[config.mk]
export PLATFORM = sky130hd
export DESIGN_NAME = mem_arbiter
export DESIGN_NICKNAME = d
export VERILOG_FILES = /design/src/rtl/mem_arbiter.sv
export SDC_FILE = /design/constraint.sdc
export NUM_CORES = 1
export LEC_CHECK = 0
export ABC_AREA = 1
export CAP_MARGIN = 25
export CORE_MARGIN = 2
export CORE_UTILIZATION = 30
export CTS_CLUSTER_SIZE = 8
export DETAILED_ROUTE_END_ITERATION = 12
export PLACE_DENSITY = 0.78
export SKIP_LAST_GASP = 1
export SLEW_MARGIN = 25
export SYNTH_ARGS = -nofsm -noshare
export SYNTH_HDL_FRONTEND = slang
export SYNTH_SLANG_ARGS = --single-unit
[constraint.sdc]
create_clock -name clk -period 1.9 [get_ports clk]
set_input_delay 0.38 -clock clk [delete_from_list [all_inputs] [get_ports clk]]
set_output_delay 0.38 -clock clk [all_outputs]
set_load 0.01 [all_outputs]
[src/rtl/mem_arbiter.sv]
// Two-port arbiter in front of a single-ported word memory: port 0 (CPU) has fixed priority over port 1 (loader/debug).
// Define MEM_ARB_STARVE_LIMIT_EN to force a port 1 win after WAIT_MAX consecutive denied cycles.
module mem_arbiter #(
  parameter int WAIT_MAX = 3
) (
  input  logic        clk,
  input  logic        rst_async,

  input  logic        p0_req,
  input  logic [19:0] p0_addr,
  input  logic        p0_we,
  input  logic [31:0] p0_wdata,
  output logic        p0_gnt,
  output logic        p0_rvalid,
  output logic [31:0] p0_rdata,

  input  logic        p1_req,
  input  logic [19:0] p1_addr,
  input  logic        p1_we,
  input  logic [31:0] p1_wdata,
  output logic        p1_gnt,
  output logic        p1_rvalid,
  output logic [31:0] p1_rdata,

  output logic [19:0] mem_address,
  output logic        mem_write_en,
  output logic [31:0] mem_write_value,
  input  logic [31:0] mem_read_value
);

  localparam int NP = 2;

  if (WAIT_MAX < 1 || WAIT_MAX > 15) begin : g_bad_wait_max
    $error("mem_arbiter: WAIT_MAX must be in 1..15");
  end

  logic [NP-1:0] req;
  logic [NP-1:0] we;
  logic [NP-1:0] gnt;
  logic [19:0]   addr      [NP];
  logic [31:0]   wdata     [NP];
  logic [31:0]   rdata_reg [NP];
  logic          rvalid_reg[NP];
  logic          force_p1;

  assign req      = {p1_req, p0_req};
  assign we       = {p1_we, p0_we};
  assign addr[0]  = p0_addr;
  assign addr[1]  = p1_addr;
  assign wdata[0] = p0_wdata;
  assign wdata[1] = p1_wdata;

`ifdef MEM_ARB_STARVE_LIMIT_EN
  localparam logic [3:0] WAIT_LIM = 4'(WAIT_MAX);

  logic [3:0] wait_cnt_reg;
  logic [3:0] wait_cnt_next;

  assign force_p1 = (wait_cnt_reg == WAIT_LIM);

  // Counts consecutive cycles port 1 has been left waiting; any grant or withdrawal restarts it.
  always_comb begin
    wait_cnt_next = wait_cnt_reg;
    if (!p1_req || gnt[1]) begin
      wait_cnt_next = 4'd0;
    end else if (wait_cnt_reg < WAIT_LIM) begin
      wait_cnt_next = wait_cnt_reg + 4'd1;
    end
  end

  always_ff @(posedge clk or posedge rst_async) begin
    if (rst_async) begin
      wait_cnt_reg <= 4'd0;
    end else begin
      wait_cnt_reg <= wait_cnt_next;
    end
  end
`else
  assign force_p1 = 1'b0;
`endif

  // Grants are gated by reset so the memory sees no strobe while reset is asserted.
  assign gnt[1] = !rst_async && req[1] && (!req[0] || force_p1);
  assign gnt[0] = !rst_async && req[0] && !gnt[1];

  always_comb begin
    mem_address     = 20'd0;
    mem_write_en    = 1'b0;
    mem_write_value = 32'd0;
    if (gnt[0]) begin
      mem_address     = addr[0];
      mem_write_en    = we[0];
      mem_write_value = wdata[0];
    end else if (gnt[1]) begin
      mem_address     = addr[1];
      mem_write_en    = we[1];
      mem_write_value = wdata[1];
    end
  end

  // Read data is sampled from the shared memory on the granting edge and held until the next read.
  for (genvar gi = 0; gi < NP; gi++) begin : g_port
    always_ff @(posedge clk or posedge rst_async) begin
      if (rst_async) begin
        rvalid_reg[gi] <= 1'b0;
        rdata_reg[gi]  <= 32'd0;
      end else begin
        rvalid_reg[gi] <= gnt[gi] && !we[gi];
        if (gnt[gi] && !we[gi]) begin
          rdata_reg[gi] <= mem_read_value;
        end
      end
    end
  end

  assign p0_gnt    = gnt[0];
  assign p1_gnt    = gnt[1];
  assign p0_rvalid = rvalid_reg[0];
  assign p1_rvalid = rvalid_reg[1];
  assign p0_rdata  = rdata_reg[0];
  assign p1_rdata  = rdata_reg[1];

endmodule
==> impl_metrics.env <==
export IMPL_antenna_violations_before_repair=0
export IMPL_yosysTopAreaCellShare=0.5079
export IMPL_placed_cell_area_um2=6141
export IMPL_layout_fillers=925
export IMPL_rsz0062_at_grt="yes"
export IMPL_numCtsBuffers=9
export IMPL_ctsLongestPathBuffers=2
export IMPL_globalRoute_totalOverflow=0
export IMPL_clockRootBuffer="sky130_fd_sc_hd__clkbuf_8"
export IMPL_layout_cells_most_common_list="sky130_fd_sc_hd__nand2_1, sky130_fd_sc_hd__clkdlybuf4s50_1, sky130_fd_sc_hd__dfrtp_1, sky130_fd_sc_hd__nand4_1, sky130_fd_sc_hd__buf_2"
export IMPL_worstSetupPathType="primary input to output pin"
export IMPL_antenna_cells=0
export IMPL_detail_route_wl_per_cell_um=16.27
export IMPL_layout_drive_gt1_share=0.1696
export IMPL_first_global_vias=4308
export IMPL_cts_hold_fix_buffers=0
export IMPL_ioPinCount=263
export IMPL_timing_critical_path_buf_inv=7
export IMPL_route_vias_total=4226
export IMPL_timing_critical_path_slowest_stage_cell="sky130_fd_sc_hd__clkdlybuf4s15_1"
export IMPL_synth_compound_gate_area_share=0.001539
export IMPL_crit_path_start_kind="primary input"
export IMPL_yosysSeqAreaShare=0.5079
export IMPL_tightestPinTransition_ps=400.1
export IMPL_power_leakage_nw=3.334
export IMPL_synthMuxAreaShare=0
export IMPL_post_synth_and_or_nand_nor_area_fraction=0.4390
export IMPL_floorplan_rows=38
export IMPL_cts_sink_cnt=66
export IMPL_grt_max_degree=34
export IMPL_arrival_ps=1490
export IMPL_synth_seq_cells=66
export IMPL_critPathTopFamily="buffers and inverters"
export IMPL_regArea_um2=1652
export IMPL_core_area_um2=10700
export IMPL_final_min_period_over_clock_period=0.9854
export IMPL_grtUsageTotal=0.2343
export IMPL_finalCriticalPeriod_ps=1872
export IMPL_tritoncts_clock_tree="done"
export IMPL_synth_top_cells_by_area="sky130_fd_sc_hd__dfrtp_1, sky130_fd_sc_hd__nand2_1, sky130_fd_sc_hd__nand4_1"
export IMPL_hold_ws_ps=185.9
export IMPL_hold_viol=0
export IMPL_critical_path_peak_fanout=8
export IMPL_power_density_over_cell_area_nw_per_um2=689.1
export IMPL_max_clock_freq_mhz=534.1
export IMPL_ys_warn_count=0
export IMPL_mostFrequentLayoutCell="sky130_fd_sc_hd__nand2_1"
export IMPL_drt_drc_violations_left=0
export IMPL_holdCritPathClass="primary input to asynchronous set/reset pin"
export IMPL_maxCapViolations=0
export IMPL_status="complete, no violations"
export IMPL_detail_route_wirelength_um=14460
export IMPL_drt_iter0_markers=220
export IMPL_layout_area_overhead_vs_synth_pct=101.2
export IMPL_multi_input_gate_area_um2=1478
export IMPL_largest_family_of_logic_cells_by_synthesized_area="simple AND/OR/NAND/NOR gates"
export IMPL_yosysUniqueCellTypes=14
export IMPL_vias_per_cell=4.754
export IMPL_synth_top_cell_by_area="sky130_fd_sc_hd__dfrtp_1"
export IMPL_synth_xor_area_frac=0
export IMPL_place_port_buffers=262
export IMPL_cell_area_synth_um2=3252
export IMPL_cp_required_ps=1520
export IMPL_fp_dieH_um=108.1
export IMPL_floorplan_initialDensity=0.3040
export IMPL_vdd_drop_max_mv=0.3713
export IMPL_place_congestion=0.8124
export IMPL_fin_skew_ps=0
export IMPL_drtAntennaViolNets=0
export IMPL_final_cell_area_um2=6541
export IMPL_synth_nets=599
export IMPL_chipWidth_um=108.1
export IMPL_syn_mean_instance_area_um2=7.116
export IMPL_finish_net_count=886
export IMPL_hpwlAfterDp_um=9809
export IMPL_setup_violations=0
export IMPL_totalPowerFinal_w=0.004507
export IMPL_cts_max_level=3
export IMPL_syn_instance_count=457
export IMPL_post_route_util=0.6115
export IMPL_crit_path_cell_trace="clkdlybuf4s15_1, inv_2, buf_6, nand2_4, inv_8, buf_6, buf_16, nand2_1, nand2_1, buf_2"
export IMPL_endpoint_kind="output pin"
export IMPL_synth_adder_area_share=0
export IMPL_drt_pass1_iter_count=4
export IMPL_critical_path_max_stage_delay_ps=180
export IMPL_maxSlewHeadroom=0.7327
export IMPL_grt_pass1_wl_um=21310
export IMPL_final_max_slew_violation_count=0
export IMPL_floorplan_die_area_um2=11690
export IMPL_path_clk_slew_ps=70
export IMPL_clk_insertion_delay_late_ps=320
[power by group]
| part | total (W) | leakage, nW | switching, W | internal (W) |
|---|---|---|---|---|
| combinational | 0.00161 | 2.41 | 0.000677 | 0.000935 |
| sequential | 0.00178 | 0.829 | 0.000140 | 0.00164 |
| clock | 0.00111 | 0.0919 | 0.000563 | 0.000550 |
| total | 0.00451 | 3.33 | 0.00138 | 0.00313 |
[tightest hold or removal path, cell delays in order]
cell and delay, ps:
sky130_fd_sc_hd__buf_2 120, sky130_fd_sc_hd__buf_6 130, sky130_fd_sc_hd__clkinvlp_4 280
[per-layer routing]
metal  wire length, µm  global-route usage
met5                 0                   0
met4               253             0.08883
met3               927             0.04641
met2              7389              0.4021
met1              5891              0.2911
[flip-flops by register name, indices dropped and copies added (netlist names)]
| register | count |
|---|---|
| p0_rdata | 32 |
| p1_rdata | 32 |
| p0_rvalid | 1 |
| p1_rvalid | 1 |
[worst paths after layout]
check	start	end	slack, ps	cells past startpoint
max in group asynchronous	rst_async	p1_rdata[17]$_DFFE_PP0P_	1270	4
setup reg to reg	p1_rdata[5]$_DFFE_PP0P_	p1_rdata[5]$_DFFE_PP0P_	1260	2
hold reg to reg	p1_rdata[7]$_DFFE_PP0P_	p1_rdata[7]$_DFFE_PP0P_	480	2
min in group clk	p1_rdata[7]$_DFFE_PP0P_	p1_rdata[7]$_DFFE_PP0P_	480	2
hold / removal	rst_async	p1_rdata[8]$_DFFE_PP0P_	190	3
setup / recovery	p0_req	mem_write_value[0]	30	10
[cells in the mapped netlist]
cell type / number
sky130_fd_sc_hd__inv_2: 3
sky130_fd_sc_hd__o21ai_0: 1
sky130_fd_sc_hd__buf_4: 5
sky130_fd_sc_hd__nand2_2: 1
sky130_fd_sc_hd__inv_1: 4
sky130_fd_sc_hd__clkbuf_1: 10
sky130_fd_sc_hd__dfrtp_1: 66
sky130_fd_sc_hd__buf_1: 2
sky130_fd_sc_hd__buf_2: 11
sky130_fd_sc_hd__nand2_1: 318
sky130_fd_sc_hd__nor2_4: 2
sky130_fd_sc_hd__nand4_1: 32
sky130_fd_sc_hd__clkinv_1: 1
sky130_fd_sc_hd__nand3_1: 1
[per-stage QoR]
stage,cells,worst slack [ps],setup TNS (ps)
final,889,27.77,0
after detailed placement,851,-650.7,-39880
after CTS,886,-115.7,-472.0
after global routing,889,-16.05,-35.45
after global placement,851,-618.9,-37730
after floorplan,457,463.4,0
[cell type report]
cell class	count	share of cell area
well taps	140	0.02678
flip-flops and latches	66	0.2525
clock inverters	5	0.005738
inverters	8	0.006312
clock buffers	11	0.02314
multi-input cells	355	0.2259
repair buffers	304	0.4596
[what timing repair did]
action	CTS	global route
buffers inserted	12	2
resized for setup	190	45
cloned	7	3
endpoints found under the setup margin	55	50
pin swaps	4	3
[kinds of logic after synthesis]
kind of cell,Yosys count
AO/OA/AOI/OAI,1
AND/OR/NAND/NOR,354
flip-flops,66
buffers and inverters,36
No activity file was read; power rests on OpenSTA's default activity.
